## config.mk

```make
export PLATFORM = sky130hd
export DESIGN_NAME = bk_operand_recover
export DESIGN_NICKNAME = d
export VERILOG_FILES = /design/src/rtl/bk_operand_recover.sv
export SDC_FILE = /design/constraint.sdc
export NUM_CORES = 1
export LEC_CHECK = 0
export BUFFER_PORTS_ARGS = -buffer_cell sky130_fd_sc_hd__buf_2
export CAP_MARGIN = 10
export CORE_MARGIN = 2
export CORE_UTILIZATION = 35
export DETAILED_ROUTE_END_ITERATION = 6
export MAX_ROUTING_LAYER = met4
export PLACE_DENSITY_LB_ADDON = 0.3
export SLEW_MARGIN = 0
export SYNTH_ARGS = -nofsm -noshare
export SYNTH_HDL_FRONTEND = slang
export SYNTH_SLANG_ARGS = --single-unit
```

## constraint.sdc

```tcl
create_clock -name clk -period 5.05 [get_ports clk]
set_clock_uncertainty 0.05 [all_clocks]
set_input_delay 1.515 -clock clk [delete_from_list [all_inputs] [get_ports clk]]
set_output_delay 1.515 -clock clk [all_outputs]
set_load 0.03 [all_outputs]
```

## src/rtl/bk_operand_recover.sv

```systemverilog
// Recovers operand B = SUM - A from a 12-bit Brent-Kung adder result, as a two-stage borrow-lookahead pipeline.
// Optional macro BK_RECOVER_ERRCNT_EN adds a saturating 16-bit count of out-of-range results (err_count).

// Brent-Kung borrow prefix network: bout[i] is the borrow into bit i, bout[N] the group borrow out.
module bk_borrow_prefix #(
  parameter int N = 6
) (
  input  logic [N-1:0] g_in,
  input  logic [N-1:0] p_in,
  input  logic         bin,
  output logic [N:0]   bout
);

  function automatic int top_span();
    int d;
    d = 0;
    for (int s = 1; 2 * s < N; s = s * 2) d = s;
    return d;
  endfunction

  localparam int TOP = top_span();

  always_comb begin : prefix
    logic [N-1:0] g;
    logic [N-1:0] p;
    g = g_in;
    p = p_in;
    for (int d = 1; d < N; d = d * 2) begin
      for (int i = 2 * d - 1; i < N; i = i + 2 * d) begin
        g[i] = g[i] | (p[i] & g[i-d]);
        p[i] = p[i] & p[i-d];
      end
    end
    // Down-sweep fills in the prefixes the up-sweep tree skipped.
    for (int d = TOP; d >= 1; d = d / 2) begin
      for (int i = 3 * d - 1; i < N; i = i + 2 * d) begin
        g[i] = g[i] | (p[i] & g[i-d]);
        p[i] = p[i] & p[i-d];
      end
    end
    bout[0] = bin;
    for (int i = 0; i < N; i++) bout[i+1] = g[i] | (p[i] & bin);
  end

endmodule

module bk_operand_recover #(
  parameter int WIDTH = 12,
  parameter int SPLIT = 6
) (
  input  logic               clk,
  input  logic               rst,
  input  logic               in_valid,
  output logic               in_ready,
  input  logic [2*WIDTH:0]   INPUTS,
  output logic               out_valid,
  input  logic               out_ready,
  output logic [WIDTH:0]     OUTS
`ifdef BK_RECOVER_ERRCNT_EN
  ,
  output logic [15:0]        err_count
`endif
);

  // Upper slice includes the SUM carry-out bit so diff[WIDTH] falls out of the same network.
  localparam int HW = WIDTH - SPLIT + 1;

  logic [WIDTH:0]   in_sum;
  logic [WIDTH-1:0] in_a;
  logic [SPLIT-1:0] lo_g, lo_p, lo_diff;
  logic [SPLIT:0]   lo_bout;
  logic [HW-1:0]    hi_x, hi_y, hi_g, hi_p;

  logic             s1_valid, s2_valid;
  logic [SPLIT-1:0] s1_lo_diff;
  logic             s1_lo_borrow;
  logic [HW-1:0]    s1_hi_g, s1_hi_p;

  logic [HW:0]      hi_bout;
  logic [HW-1:0]    hi_diff;
  logic             range_err;
  logic [WIDTH:0]   result;

  logic             s2_adv, s1_adv, accept;

  assign in_sum = INPUTS[WIDTH:0];
  assign in_a   = INPUTS[2*WIDTH:WIDTH+1];

  assign lo_g    = ~in_sum[SPLIT-1:0] & in_a[SPLIT-1:0];
  assign lo_p    = ~(in_sum[SPLIT-1:0] ^ in_a[SPLIT-1:0]);
  assign lo_diff = ~lo_p ^ lo_bout[SPLIT-1:0];

  bk_borrow_prefix #(.N(SPLIT)) u_lo_prefix (
    .g_in (lo_g),
    .p_in (lo_p),
    .bin  (1'b0),
    .bout (lo_bout)
  );

  assign hi_x = in_sum[WIDTH:SPLIT];
  assign hi_y = {1'b0, in_a[WIDTH-1:SPLIT]};
  assign hi_g = ~hi_x & hi_y;
  assign hi_p = ~(hi_x ^ hi_y);

  bk_borrow_prefix #(.N(HW)) u_hi_prefix (
    .g_in (s1_hi_g),
    .p_in (s1_hi_p),
    .bin  (s1_lo_borrow),
    .bout (hi_bout)
  );

  assign hi_diff   = ~s1_hi_p ^ hi_bout[HW-1:0];
  assign range_err = hi_bout[HW] | hi_diff[HW-1];
  assign result    = {range_err, hi_diff[HW-2:0], s1_lo_diff};

  assign s2_adv    = !s2_valid || out_ready;
  assign s1_adv    = s1_valid && s2_adv;
  assign in_ready  = !s1_valid || s2_adv;
  assign accept    = in_valid && in_ready;
  assign out_valid = s2_valid;

  always_ff @(posedge clk) begin
    if (rst) begin
      s1_valid <= 1'b0;
      s2_valid <= 1'b0;
      OUTS     <= '0;
    end else begin
      if (accept)      s1_valid <= 1'b1;
      else if (s1_adv) s1_valid <= 1'b0;
      if (s2_adv)      s2_valid <= s1_valid;
      if (s1_adv)      OUTS     <= result;
    end
  end

  always_ff @(posedge clk) begin
    if (accept) begin
      s1_lo_diff   <= lo_diff;
      s1_lo_borrow <= lo_bout[SPLIT];
      s1_hi_g      <= hi_g;
      s1_hi_p      <= hi_p;
    end
  end

`ifdef BK_RECOVER_ERRCNT_EN
  always_ff @(posedge clk) begin
    if (rst)
      err_count <= '0;
    else if (out_valid && out_ready && OUTS[WIDTH] && (err_count != 16'hFFFF))
      err_count <= err_count + 16'd1;
  end
`else
  // This build carries no error counter.
`endif

endmodule

```

==> key figures <==
Status
  – Status: finished, final reports clean

Floorplanning
  – Core box area: 4410 um^2
  – Rows: 24
  – Io pins: between 40 and 50
  – Die X: approximately 72 um
  – Die Span Y: ~70 um
  – Starting Density: between 30% and 40%
  – Die ar.: 5200 um^2

Placed design
  – IO buf count: between 40 and 50
  – Detailed Place HPWL: 1.94 mm
  – Final GP Congestion: 0.721

Drt
  – First drt pass iteration count: 4
  – Drt initial violations: 30
  – Routed WL: between 2 and 3 mm
  – Routed len/inst: around 11 um
  – Vias/cell: around 4.5
  – Via count: 1,081
  – Drt drc: 0
  – ANT nets after route: 0

Power and ir drop
  – Pwr/cell area: ~320 nW/um^2
  – Peak supply drop: between 0.1 and 0.15 mV
  – Static Leak: between 0.9 and 1 nW

Flow run
  – Max-cap viol count: 0

STA
  – Final Hold Vio Count: 0
  – Final Cycle Share: 73.2%
  – Setup TNS Final: 0 ns
  – Fmax achieved: ~270 MHz
  – Min Hold Slack: 0.403 ns
  – Unrepaired setup endpoints after global routing: false
  – Max-slew violations: 0
  – Actual slew at the worst max-slew pin: between 0.9 and 1 ns
  – Minimum clock period: around 3.7 ns
  – Worst rel slew slack: 39.8%
  – Final setup vio count: 0

Clock tree
  – Post-CTS Hold Buffers: 0
  – CTS buffer count: 5
  – Root Buffer: clkbuf_8
  – H-tree Lvls: 2
  – Worst-path clk slew: ~0.060 ns
  – Number of clock sinks: 35
  – Clock Path Buffers: 2
  – Later-pin clock latency in the skew report: around 0.28 ns
  – CTS tree: done
  – CTS resizes: 0
  – Setup bufs post-CTS: 0

Finish
  – Layout cells sized above 1: 33.2%
  – Ant diodes: 0
  – Final #Nets: 230
  – Area grow syn2layout: 21.9%

Critical path
  – Flop2flop setup slack: roughly 3.4 ns
  – Reg2reg end: s1_lo_diff[2]
  – CP max FO: 5
  – Worst Setup End Kind: primary output
  – FF-to-FF Start: out_valid
  – Reg2Reg Depth: 3
  – CP Launch Type: input port
  – Worst EP required: between 3 and 4 ns
  – CP Class: input port to primary output
  – Arrival @ worst endpoint: between 2 and 2.5 ns

Global route
  – Antenna violations before repair: 0
  – Total GRT Usage: 11.1%
  – Grt ovf: 0
  – First-pass GRT wire length: approximately 4.2 mm
  – Largest net degree at the start of global routing: 21
  – Number of global-route vias before repair: just over 1k

Logic synthesis
  – Synth warn: 0
  – Cells after Synth: roughly 140
  – Mapped Area: ~1600 um^2
  – Seq cells post-synth: 35
  – Count of different cell masters after synthesis: 28
  – Post-Syn Nets: 182
  – Sequential element share of the synthesized area: about 56%
  – Average cell area after synthesis: around 12 um^2

Hold path
  – Hold path depth: 2
  – Min-delay src: OUTS[0]
  – Tightest Hold Check Type: flop to flop
  – Worst hold endpoint: OUTS[0]
## cell families (layout without fill, tap and decap cells)
family	after synthesis	in the layout	synth area share (%)
DFF	35	35	55.5
and+or+nand+nor	33	33	8.56
buffers and inverters	21	70	5.01
adders and majority gates	15	15	13.0
AOI/OAI and AO/OA	27	27	14.2
xor gates and xnor gates	7	7	3.78
## state kept, by name, indices dropped and copies added (netlist names)
register / cells
s1_lo_borrow: 1
s1_hi_g: 6
s1_hi_p: 7
out_valid: 1
OUTS: 13
s1_lo_diff: 6
s1_valid: 1
## routing by layer
| metal | share of wire (%) | track usage (%) | vias up |
|---|---|---|---|
| met1 | 42 | 11.3 | 488 |
| met5 | 0 | - | - |
| met2 | 50 | 18.0 | 27 |
| li1 | - | - | 562 |
| met3 | 5.2 | 4.17 | 4 |
| met4 | 2.2 | 6.50 | 0 |
## power by group
group / switching (W) / total [W] / internal, W
Clock: 0.0000924 / 0.000189 / 0.0000967
Combinational: 0.0000560 / 0.0000984 / 0.0000423
Sequential: 0.0000131 / 0.000342 / 0.000329
Total: 0.000162 / 0.000629 / 0.000468
## per-stage QoR
| stage | instance area [um^2] | worst slack (ns) | utilization, % | power [W] | cells |
|---|---|---|---|---|---|
| floorplan | 1620 | 1.52 | - | 0.000415 | 138 |
| global placement | 1900 | 1.38 | 43.0 | 0.000447 | 231 |
| detailed placement | 1900 | 1.36 | 43.0 | 0.000449 | 231 |
| CTS | 1980 | 1.35 | 44.8 | 0.000642 | 239 |
| global route | 1980 | 1.30 | 44.8 | 0.000664 | 239 |
| finish | 1980 | 1.35 | 44.8 | 0.000629 | 239 |
## critical path: stages
cell and delay [ns]:
buf_2 0.09, nor2b_1 0.24, nand2_1 0.10, buf_2 0.18
## cells in the final DEF, fill, tap and decap left out
cell type   n
nor2b_1     2
a21o_2      1
o21ai_2     2
clkinv_2    1
a211oi_1    5
or2_2       1
ha_1       12
inv_2       1
buf_4       1
edfxtp_1   20
and2_1      1
nand2_1    13
o21bai_2    1
xor2_1      1
nand2b_1    1
nor3_1      2
clkbuf_1    2
a211oi_2    2
dfxtp_1    15
nor2_1     13
a21o_1      5
a31oi_2     1
buf_2      43
xnor2_1     6
a41oi_2     1
a211oi_4    1
a21oi_2     1
fa_1        3
clkbuf_8    5
a21oi_1     7
inv_1      17
## worst max path at each step
stage                         start       end  slack, ns  depth (start not counted)
after detailed placement  out_ready  in_ready       1.36                          4
after global placement    out_ready  in_ready       1.38                          4
after global routing      out_ready  in_ready       1.30                          4
after CTS                 out_ready  in_ready       1.35                          4
final                     out_ready  in_ready       1.35                          4
after floorplan           out_ready  in_ready       1.52                          2
## synth_stat cells
cell,count,share of area [%]
clkbuf_1,1,0.23
ha_1,12,9.3
a21o_2,1,0.54
a21oi_2,1,0.54
o21bai_2,1,0.69
a211oi_4,1,1.2
a211oi_1,5,2.3
nand2_1,13,3.0
or2_2,1,0.39
inv_1,17,3.9
buf_2,2,0.62
a41oi_2,1,1.0
a31oi_2,1,0.77
and2_1,1,0.39
inv_2,1,0.23
nand2b_1,1,0.39
nor2b_1,2,0.77
dfxtp_1,15,19
xnor2_1,6,3.2
nor2_1,13,3.0
xor2_1,1,0.54
edfxtp_1,20,37
o21ai_2,2,1.1
a211oi_2,2,1.5
fa_1,3,3.7
nor3_1,2,0.62
a21oi_1,7,2.2
a21o_1,5,2.3
## cell type report
type	count	area, um^2
clock buffers	7	76.3
clock inverters	1	5.00
fillers	440	2440
inverters	18	67.6
multi-input cells	82	641
flip-flops and latches	35	901
well taps	52	65.1
repair buffers	44	223
Power figures use the tool's default switching activity.
